==> src/rtl/mux_scan_pkg.sv <==
// Shared types and sizing for the mux scan sequencer.
// Config macro used by this slice: MUX_SCAN_SYNC_EN (see slow_tick_detect).
package mux_scan_pkg;

  typedef enum logic {
    IDLE = 1'b0,
    SCAN = 1'b1
  } scan_state_t;

  localparam int unsigned NUM_INPUTS = 8;
  localparam int unsigned SEL_W      = 3;

endpackage

==> src/rtl/slow_tick_detect.sv <==
// Rising-edge strobe of the divided clock, sampled as a level in the clk_in domain.
// MUX_SCAN_SYNC_EN adds a 2-flop synchronizer (two extra cycles of tick latency).
module slow_tick_detect (
  input  logic clk_in,
  input  logic reset,
  input  logic slow_clk,
  output logic tick
);

  logic slow_clk_s;
  logic slow_prev_q;

`ifdef MUX_SCAN_SYNC_EN
  logic [1:0] sync_q;

  always_ff @(posedge clk_in) begin
    if (reset) begin
      sync_q <= '0;
    end else begin
      sync_q <= {sync_q[0], slow_clk};
    end
  end

  assign slow_clk_s = sync_q[1];
`else
  // Divider output is already registered on clk_in, so it is used directly.
  assign slow_clk_s = slow_clk;
`endif

  always_ff @(posedge clk_in) begin
    if (reset) begin
      slow_prev_q <= 1'b0;
    end else begin
      slow_prev_q <= slow_clk_s;
    end
  end

  assign tick = slow_clk_s & ~slow_prev_q;

endmodule

==> src/rtl/mux_scan_sequencer.sv <==
// Steps an 8-to-1 mux select on each slow_clk rising edge and assembles a byte frame.
// Tick latency depends on MUX_SCAN_SYNC_EN inside slow_tick_detect.
module mux_scan_sequencer
  import mux_scan_pkg::*;
#(
  parameter bit CONTINUOUS = 1'b1
) (
  input  logic             clk_in,
  input  logic             reset,
  input  logic             slow_clk,
  input  logic             start,
  input  logic             stop,
  input  logic             mux_out,
  output logic [SEL_W-1:0] sel,
  output logic [7:0]       data_out,
  output logic             frame_valid,
  output logic             busy
);

  localparam logic [SEL_W-1:0] SEL_LAST = SEL_W'(NUM_INPUTS - 1);

  scan_state_t            state_q, state_d;
  logic [SEL_W-1:0]       sel_q, sel_d;
  logic [NUM_INPUTS-1:0]  shadow_q, shadow_d;
  logic [7:0]             data_q, data_d;
  logic                   valid_q, valid_d;
  logic                   tick;

  slow_tick_detect u_tick (
    .clk_in   (clk_in),
    .reset    (reset),
    .slow_clk (slow_clk),
    .tick     (tick)
  );

  always_ff @(posedge clk_in) begin
    if (reset) begin
      state_q  <= IDLE;
      sel_q    <= '0;
      shadow_q <= '0;
      data_q   <= '0;
      valid_q  <= 1'b0;
    end else begin
      state_q  <= state_d;
      sel_q    <= sel_d;
      shadow_q <= shadow_d;
      data_q   <= data_d;
      valid_q  <= valid_d;
    end
  end

  always_comb begin
    state_d  = state_q;
    sel_d    = sel_q;
    shadow_d = shadow_q;
    data_d   = data_q;
    valid_d  = 1'b0;
    unique case (state_q)
      IDLE: begin
        if (start) begin
          sel_d    = '0;
          shadow_d = '0;
          state_d  = SCAN;
        end
      end
      SCAN: begin
        // stop wins over a coincident tick, even the frame-completing one
        if (stop) begin
          sel_d    = '0;
          shadow_d = '0;
          state_d  = IDLE;
        end else if (tick) begin
          shadow_d[sel_q] = mux_out;
          if (sel_q == SEL_LAST) begin
            data_d   = {mux_out, shadow_q[6:0]};
            valid_d  = 1'b1;
            sel_d    = '0;
            shadow_d = '0;
            state_d  = CONTINUOUS ? SCAN : IDLE;
          end else begin
            sel_d = sel_q + 1'b1;
          end
        end
      end
      default: state_d = IDLE;
    endcase
  end

  assign sel         = sel_q;
  assign data_out    = data_q;
  assign frame_valid = valid_q;
  assign busy        = (state_q == SCAN);

endmodule

==> config.mk <==
export PLATFORM = sky130hd
export DESIGN_NAME = mux_scan_sequencer
export DESIGN_NICKNAME = d
export VERILOG_FILES = /design/src/rtl/mux_scan_pkg.sv /design/src/rtl/slow_tick_detect.sv /design/src/rtl/mux_scan_sequencer.sv
export SDC_FILE = /design/constraint.sdc
export NUM_CORES = 1
export LEC_CHECK = 0
export CAP_MARGIN = 20
export CORE_MARGIN = 3
export CORE_UTILIZATION = 36
export DETAILED_ROUTE_END_ITERATION = 8
export PLACE_DENSITY = 0.62
export SETUP_SLACK_MARGIN = 0.05
export SKIP_LAST_GASP = 1
export SLEW_MARGIN = 10
export SYNTH_ARGS = -nofsm -noshare
export SYNTH_HDL_FRONTEND = slang
export SYNTH_SLANG_ARGS = --single-unit
==> constraint.sdc <==
create_clock -name clk_in -period 2 [get_ports clk_in]
set_input_delay 0.4 -clock clk_in [delete_from_list [all_inputs] [get_ports clk_in]]
set_output_delay 0.4 -clock clk_in [all_outputs]
set_load 0.005 [all_outputs]
# ---- Yosys cells after proc, flatten, opt, wreduce, memory -nomap -nowiden
# Cells that the tools add are included.
dict set report totals {
  regBits 22
  input_bits 6
}
dict set report classes {
  addsub 1
  n_lt_le_gt_ge 2
  eq_ne 3
  mux 17
  n_bitwise 5
  reduce_logical 4
}
# cell count
set ops {}
lappend ops {{$mux W8} 4}
lappend ops {{$pmux W8 S2} 1}
lappend ops {{$mux W3} 4}
lappend ops {{$bwmux W8} 1}
lappend ops {{$pmux W3 S2} 1}
lappend ops {{$lt A3 B4 Y1 const B} 1}
lappend ops {{$mux W1} 4}
lappend ops {{$not A1 Y1} 4}
lappend ops {{$reduce_and A4 Y1} 1}
lappend ops {{$reduce_or A4 Y1} 1}
lappend ops {{$add A3 B1 Y3 const B} 1}
lappend ops {{$demux W1 S3} 1}
lappend ops {{$eq A3 B3 Y1 const B} 1}
lappend ops {{$ge A3 B1 Y1 const B} 1}
lappend ops {{$ne A3 B2 Y1 const B} 1}
lappend ops {{$ne A2 B2 Y1 const B} 1}
lappend ops {{$pmux W1 S2} 1}
lappend ops {{$reduce_and A2 Y1} 1}
lappend ops {{$and A1 B1 Y1} 1}
lappend ops {{$logic_and A1 B1 Y1} 1}

# ---- Logic depth before layout (Yosys ltp)
# Gate-level depths: netlist (run 1).
dict set report depth {
  word_depth 9
  ltp_mapped 6
  ltp_nobuf 5
}

# ---- By module
# A second synthesis (run 1) with hierarchy kept.
dict set report unflattened {
  hier_cells 103
  hier_area_um2 948.4
}
# module n_inst cells_each area_per_inst_um2 seq_area_each_um2
set modules_own_cells {}
lappend modules_own_cells {mux_scan_sequencer 1 100 900.9 400.4}
lappend modules_own_cells {slow_tick_detect 1 3 47.5 20.0}

# ---- Worst setup path before layout (run 1)
# OpenSTA, ideal clock, no wires.
dict set report synth_path {
  kind {reg2reg}
  from {register sel_q[0] (netlist: sel[0])}
  to {register shadow_q[1]}
  t_arrival_ns 1.540
  path_slack_ns 0.402
  path_stages_with_launch 6
  synth_period_minus_slack_ns 1.598
  cell_sequence {dfxtp_1 -> ha_1 -> ha_1 -> nor4b_4 -> and4_1 -> a31o_2}
}
dict set report synth_between {
  elab_chain_len 9
  elab_cells_between_ends 11
}
# item line_no
set synth_lines {}
lappend synth_lines {{from (decl)} mux_scan_sequencer.sv:23} ;# logic [SEL_W-1:0] sel_q, sel_d;
lappend synth_lines {{from (signal assigned)} mux_scan_sequencer.sv:45} ;# sel_q <= sel_d;
lappend synth_lines {{$lt A3 B4 Y1 (not written as such) / $ge A3 B1 Y1 (equally long branches)} mux_scan_sequencer.sv:73} ;# shadow_d[sel_q] = mux_out;
lappend synth_lines {{$logic_and A1 B1 Y1 (not written as such)} mux_scan_sequencer.sv:73}
lappend synth_lines {{$mux W1 (not written as such)} mux_scan_sequencer.sv:73}
lappend synth_lines {{$demux W1 S3} mux_scan_sequencer.sv:73}
lappend synth_lines {{$bwmux W8} mux_scan_sequencer.sv:73}
lappend synth_lines {{$mux W8 *} mux_scan_sequencer.sv:74} ;# if (sel_q == SEL_LAST) begin
lappend synth_lines {{$mux W8 *} mux_scan_sequencer.sv:72} ;# end else if (tick) begin
lappend synth_lines {{$mux W8 *} mux_scan_sequencer.sv:68} ;# if (stop) begin
lappend synth_lines {{$pmux W8 S2 *} mux_scan_sequencer.sv:58} ;# unique case (state_q)
lappend synth_lines {{to (signal assigned)} mux_scan_sequencer.sv:46} ;# shadow_q <= shadow_d;
lappend synth_lines {{to (decl)} mux_scan_sequencer.sv:24} ;# logic [NUM_INPUTS-1:0] shadow_q, shadow_d;
# Mark *: on every way between the ends. The rest lies on a longest branch, timed or not. The select of a mux whose other input is x is not followed.
# A chain may end at the register's enable or synchronous reset.

# ---- Worst setup path in the final report (run 1)
dict set report layout_path {
  from {register sel_q[2] (netlist: sel[2])}
  to {output port sel[2]}
}
# item line_no
set layout_lines {}
lappend layout_lines {{to (decl)} mux_scan_sequencer.sv:14} ;# output logic [SEL_W-1:0] sel,
# No word-level cell between the ends.

==> flow_summary.toml, run 1 <==
[run_status]
status = "completed"

[global_routing]
grt_max_degree = 21
grt_pass1_vias = 702
grt_antenna_before_repair = 0
gr-total-overflow = 0
grt_pass1_wl_um = 3300
track_usage_pct = 12.8

[timing]
relSlewSlack_pct = 67.8
setup_tns_ps = 0
post-route-period-util_pct = 89.1
worstMarginPinSlew_ps = 481
fin_skew_ps = 1.53
rsz0062_at_grt = "no"
setup_viol = 0
final_hold_viol_count = 0
fin_crit_ps = 1780
maxSlewViolCount = 0
max_freq_mhz = 561

[clocking]
root_buffer = "clkbuf_4"
clock_path_buffers = 2
cts_tree = "done"
hold_buffers = 0
cts_made_buffers = 3
post_cts_buffers = 0
cts-resized-gates = 0
clk-insertion-delay-late_ps = 300
clock_sinks = 21
htreeDepth = 1
clkTransAtPathRegs_ps = 110

[floorplanning]
rows = 17
ios = 19
start_util_pct = 39.8
die_height_um = 56.9
die_w_um = 56.9
die_area_mm2 = 0.00324
coreArea_mm2 = 0.00234

[synth]
synth_warnings = 0
ys_seq_area_share_pct = 45.1
avgSynthCellArea_um2 = 8.96
syn_inst = 104
synth.distinct_cells = 24
netlist_area_um2 = 932
syn_nets = 112
synth-seq-cells = 21

[finish]
antenna_cells = 0
final_core_util_pct = 50.7
stdcell_area_mm2 = 0.00119
area_growth_pct = 27.4
final_layout_size_suffix_gt1_share_pct = 10.3
num-fill-cells = 236
fin_nets = 135

[critical_path]
crit_buf_inv = 1
cp.required_ps = 1600
start_kind = "flip-flop"
path_max_fanout = 10
crit_arrival_ps = 1380
endpoint_kind = "output pin"
crit_family = "buffers and inverters"
crit_type = "flip-flop to output pin"
crit_chain = "clkdlybuf4s50_1"
crit_slowest_cell = "clkdlybuf4s50_1"
slowest_delay_ps = 570

[drt]
drt-wirelength-per-cell_um = 12.6
drt_first_pass_iters = 4
num_vias = 819
ant_nets = 0
drt_iter0_drc = 33
wl_um = 1940
via_per_inst = 5.32
remaining_drc_errors = 0

[power]
clkPwrFrac_pct = 29.0
p_int_uw = 529
total_leakage_power_nw = 0.490
sw_frac_of_total_pct = 23.7
power.share.sequential_pct = 61.4
combPwrFrac_pct = 9.6
power.density_mw_per_mm2 = 584
max-vdd-ir-drop_uv = 370
switchingPower_uw = 165

[placement]
place.port_buffers = 18
gp_congestion = 0.744
place_area_mm2 = 0.00116
hpwl_um = 1380

[worst_hold_path]
hold_class = "flip-flop to flip-flop"

[run]
maxCapViolations = 0
## cells by family after synthesis
family | Yosys count | synth area share (%)
fa+ha+maj | 2 | 2.68
compound gates | 19 | 12.4
mux | 9 | 9.66
simple gates | 48 | 28.1
buf+inv | 5 | 2.15
flops | 21 | 45.1
## synthesized netlist by cell type
master / n / area, um2
a211oi_1: 1 / 7.51
a21oi_1: 8 / 40.0
a31o_2: 1 / 8.76
and4_1: 1 / 8.76
buf_2: 1 / 5.00
clkbuf_1: 3 / 11.3
dfxtp_1: 21 / 420
ha_1: 2 / 25.0
inv_1: 1 / 3.75
mux2i_1: 9 / 90.1
nand2_1: 8 / 30.0
nand2b_4: 1 / 13.8
nand3_1: 9 / 45.0
nand3b_1: 3 / 22.5
nor2_1: 18 / 67.6
nor2b_1: 3 / 18.8
nor3b_1: 1 / 7.51
nor4b_4: 1 / 23.8
o21ai_0: 6 / 30.0
o22a_1: 1 / 8.76
o22ai_2: 1 / 12.5
o31ai_1: 1 / 7.51
or3_1: 1 / 6.26
or3b_2: 2 / 17.5
## cell type report
| class | count | area (um2) | area share [%] |
|---|---|---|---|
| multi-input combinational | 78 | 492 | 41.4 |
| tap | 28 | 35.0 | 2.95 |
| sequential | 21 | 420 | 35.4 |
| inverter | 1 | 3.75 | 0.316 |
| clock buffer | 4 | 26.3 | 2.21 |
| timing repair buffer | 22 | 210 | 17.7 |
## stage by stage
step / hold WS, ps / power [mW] / cells / setup slack (ps)
finish: 467 / 0.693 / 154 / 218
global route: 489 / 0.730 / 154 / 133
CTS: 473 / 0.703 / 154 / 200
detailed placement: 457 / 0.502 / 150 / 107
global placement: 454 / 0.501 / 150 / 182
floorplan: 435 / 0.474 / 104 / 402
## layout by cell type (no fill, tap or decap), types with 2 or more instances in the layout
cell type and n:
clkbuf_4 3, nand3_1 9, nor2_1 18, nand3b_1 3, or3b_2 2, mux2i_1 9, dfxtp_1 21, o21ai_0 6
a21oi_1 8, clkdlybuf4s50_1 18, ha_1 2, nor2b_1 3, nand2_1 8, buf_4 4
## registers in the layout, summed over array words and instances, names as in the netlist
register            cells
data_out                8
u_tick.slow_prev_q      1
sel                     3
busy                    1
shadow_q                7
frame_valid             1
## worst paths after layout
kind,from,to,cells past startpoint,slack [ps]
worst max-delay path,sel[2]$_SDFFE_PP0P_,sel[2],1,220
worst min register to register,shadow_q[3]$_SDFFE_PP0P_,shadow_q[3]$_SDFFE_PP0P_,2,470
worst min-delay path,shadow_q[3]$_SDFFE_PP0P_,shadow_q[3]$_SDFFE_PP0P_,2,470
worst max register to register,sel[1]$_SDFFE_PP0P_,shadow_q[5]$_SDFFE_PP0P_,5,360
## layer usage
layer	track usage [%]	share of wire (%)
met1	17.9	48
met4	5.63	1.6
met2	18.6	46
met3	2.76	4.5
met5	0	0
## worst min-delay path: stages, from the launching register on
cell and delay, ps:
dfxtp_1 330, nand2_1 50, o21ai_0 60
## power groups by stage
stage | logic, mW | registers, mW | clock network, mW
floorplan | 0.0390 | 0.435 | 0
global placement | 0.0655 | 0.435 | 0
detailed placement | 0.0666 | 0.435 | 0
CTS | 0.0668 | 0.426 | 0.211
global route | 0.0729 | 0.426 | 0.231
finish | 0.0667 | 0.426 | 0.201
Power figures use the tool's default switching activity.
==> run 2, diff against run 1 <==
CORE_MARGIN = 5   (was 3)
MAX_ROUTING_LAYER = met4   (was not set)
==> run 2 against run 1 <==
First-iteration DRC count is 55% lower. Clock power is 4% higher. Global-route usage is 0.24 points lower. Critical endpoint is now sel[0].
==> flow_summary.toml, run 2 (synthesized netlist as in run 1, its figures left out) <==
[finish]
area_growth_pct = 27.0
fin_nets = 134
mostFrequentLayoutCells = "dfxtp_1 (21), nor2_1 (18), clkdlybuf4s50_1 (18), nand3_1 (9), mux2i_1 (9)"
largest_reg_flops = 8
antenna_cells = 0
layout_commonest_cell = "dfxtp_1"
final_layout_size_suffix_gt1_share_pct = 10.4

[drt]
drt_iter0_drc = 15
wl_um = 1950
drt_first_pass_iters = 4
remaining_drc_errors = 0
ant_nets = 0
num_vias = 791
via_per_inst = 5.10
drt-wirelength-per-cell_um = 12.6

[critical_path]
crit_buf_inv = 1
crit_chain = "clkdlybuf4s50_1"
crit_family = "buffers and inverters"
crit_type = "flip-flop to output pin"
crit_arrival_ps = 1410
crit_slowest_cell = "clkdlybuf4s50_1"
cp.required_ps = 1600
path_max_fanout = 10
slowest_delay_ps = 570
endpoint_kind = "output pin"
start_kind = "flip-flop"

[global_routing]
grt_pass1_wl_um = 3420
gr-total-overflow = 0
grt_pass1_vias = 733
track_usage_pct = 12.5
grt_max_degree = 21
grt_antenna_before_repair = 0

[clocking]
cts_made_buffers = 3
hold_buffers = 0
root_buffer = "clkbuf_4"
cts-resized-gates = 0
clock_sinks = 21
post_cts_buffers = 0
clock_path_buffers = 2
clk-insertion-delay-late_ps = 300
cts_tree = "done"
htreeDepth = 1
clkTransAtPathRegs_ps = 120

[power]
max-vdd-ir-drop_uv = 300
total_leakage_power_nw = 0.487
power.density_mw_per_mm2 = 592

[timing]
fin_crit_ps = 1810
setup_tns_ps = 0
max_freq_mhz = 554
rsz0062_at_grt = "no"
worst_slack_ps = 195
final_hold_viol_count = 0
relSlewSlack_pct = 66.6
whs_ps = 463
maxSlewViolCount = 0
fin_skew_ps = 1.52
setup_viol = 0
post-route-period-util_pct = 90.3
worstMarginPinSlew_ps = 500

[placement]
gp_congestion = 0.802
place.port_buffers = 18
hpwl_um = 1350
pre_cts_ws_ps = 98.4

[floorplanning]
die_w_um = 60.9
start_util_pct = 37.6
coreArea_mm2 = 0.00248
ios = 19
die_height_um = 60.9
rows = 18
die_area_mm2 = 0.00371

[run_status]
status = "completed"

[run]
maxCapViolations = 0

[worst_hold_path]
hold_class = "flip-flop to flip-flop"
## run 2: cell types whose count changed in the layout (fill, tap and decap cells not counted)
cell      previous run  this run
buf_4                4         3
clkbuf_1             1         0
clkinv_2             0         1
## run 2: per-layer routing
layer  up-vias  global-route usage, %  wire (um)
met5         -                      -          0
met1       366                   16.2        967
met4         0                   5.57         27
met3         2                   1.91         45
met2        11                   19.2        910
li1        412                      -          -
## run 2: worst paths after layout
| path | startpoint | end | slack, ps | cells after the start |
|---|---|---|---|---|
| setup / recovery | sel[0]$_SDFFE_PP0P_ | sel[0] | 190 | 1 |
| setup reg to reg | sel[0]$_SDFFE_PP0P_ | shadow_q[3]$_SDFFE_PP0P_ | 290 | 5 |
| hold / removal | shadow_q[6]$_SDFFE_PP0P_ | shadow_q[6]$_SDFFE_PP0P_ | 460 | 2 |
| hold reg to reg | shadow_q[6]$_SDFFE_PP0P_ | shadow_q[6]$_SDFFE_PP0P_ | 460 | 2 |
## run 2: final cells by class
type | count | area (um2)
Timing Repair Buffer | 21 | 203
Multi-Input combinational cell | 78 | 492
Sequential cell | 21 | 420
Clock buffer | 3 | 22.5
Clock inverter | 1 | 5.00
Inverter | 1 | 3.75
Tap cell | 30 | 37.5
Fill cell | 254 | 1290
## run 2: per-stage QoR
step | util (%) | power, mW | std cells | area, um2
global placement | 46.7 | 0.500 | 151 | 1160
global route | 47.8 | 0.730 | 155 | 1180
CTS | 47.8 | 0.711 | 155 | 1180
detailed placement | 46.7 | 0.501 | 151 | 1160
finish | 47.8 | 0.701 | 155 | 1180
floorplan | - | 0.474 | 104 | 932
## run 2: power by group
part / switching (mW) / internal [mW]
clock: 0.134 / 0.0745
combinational: 0.0359 / 0.0294
sequential: 0.00521 / 0.421
total: 0.175 / 0.525
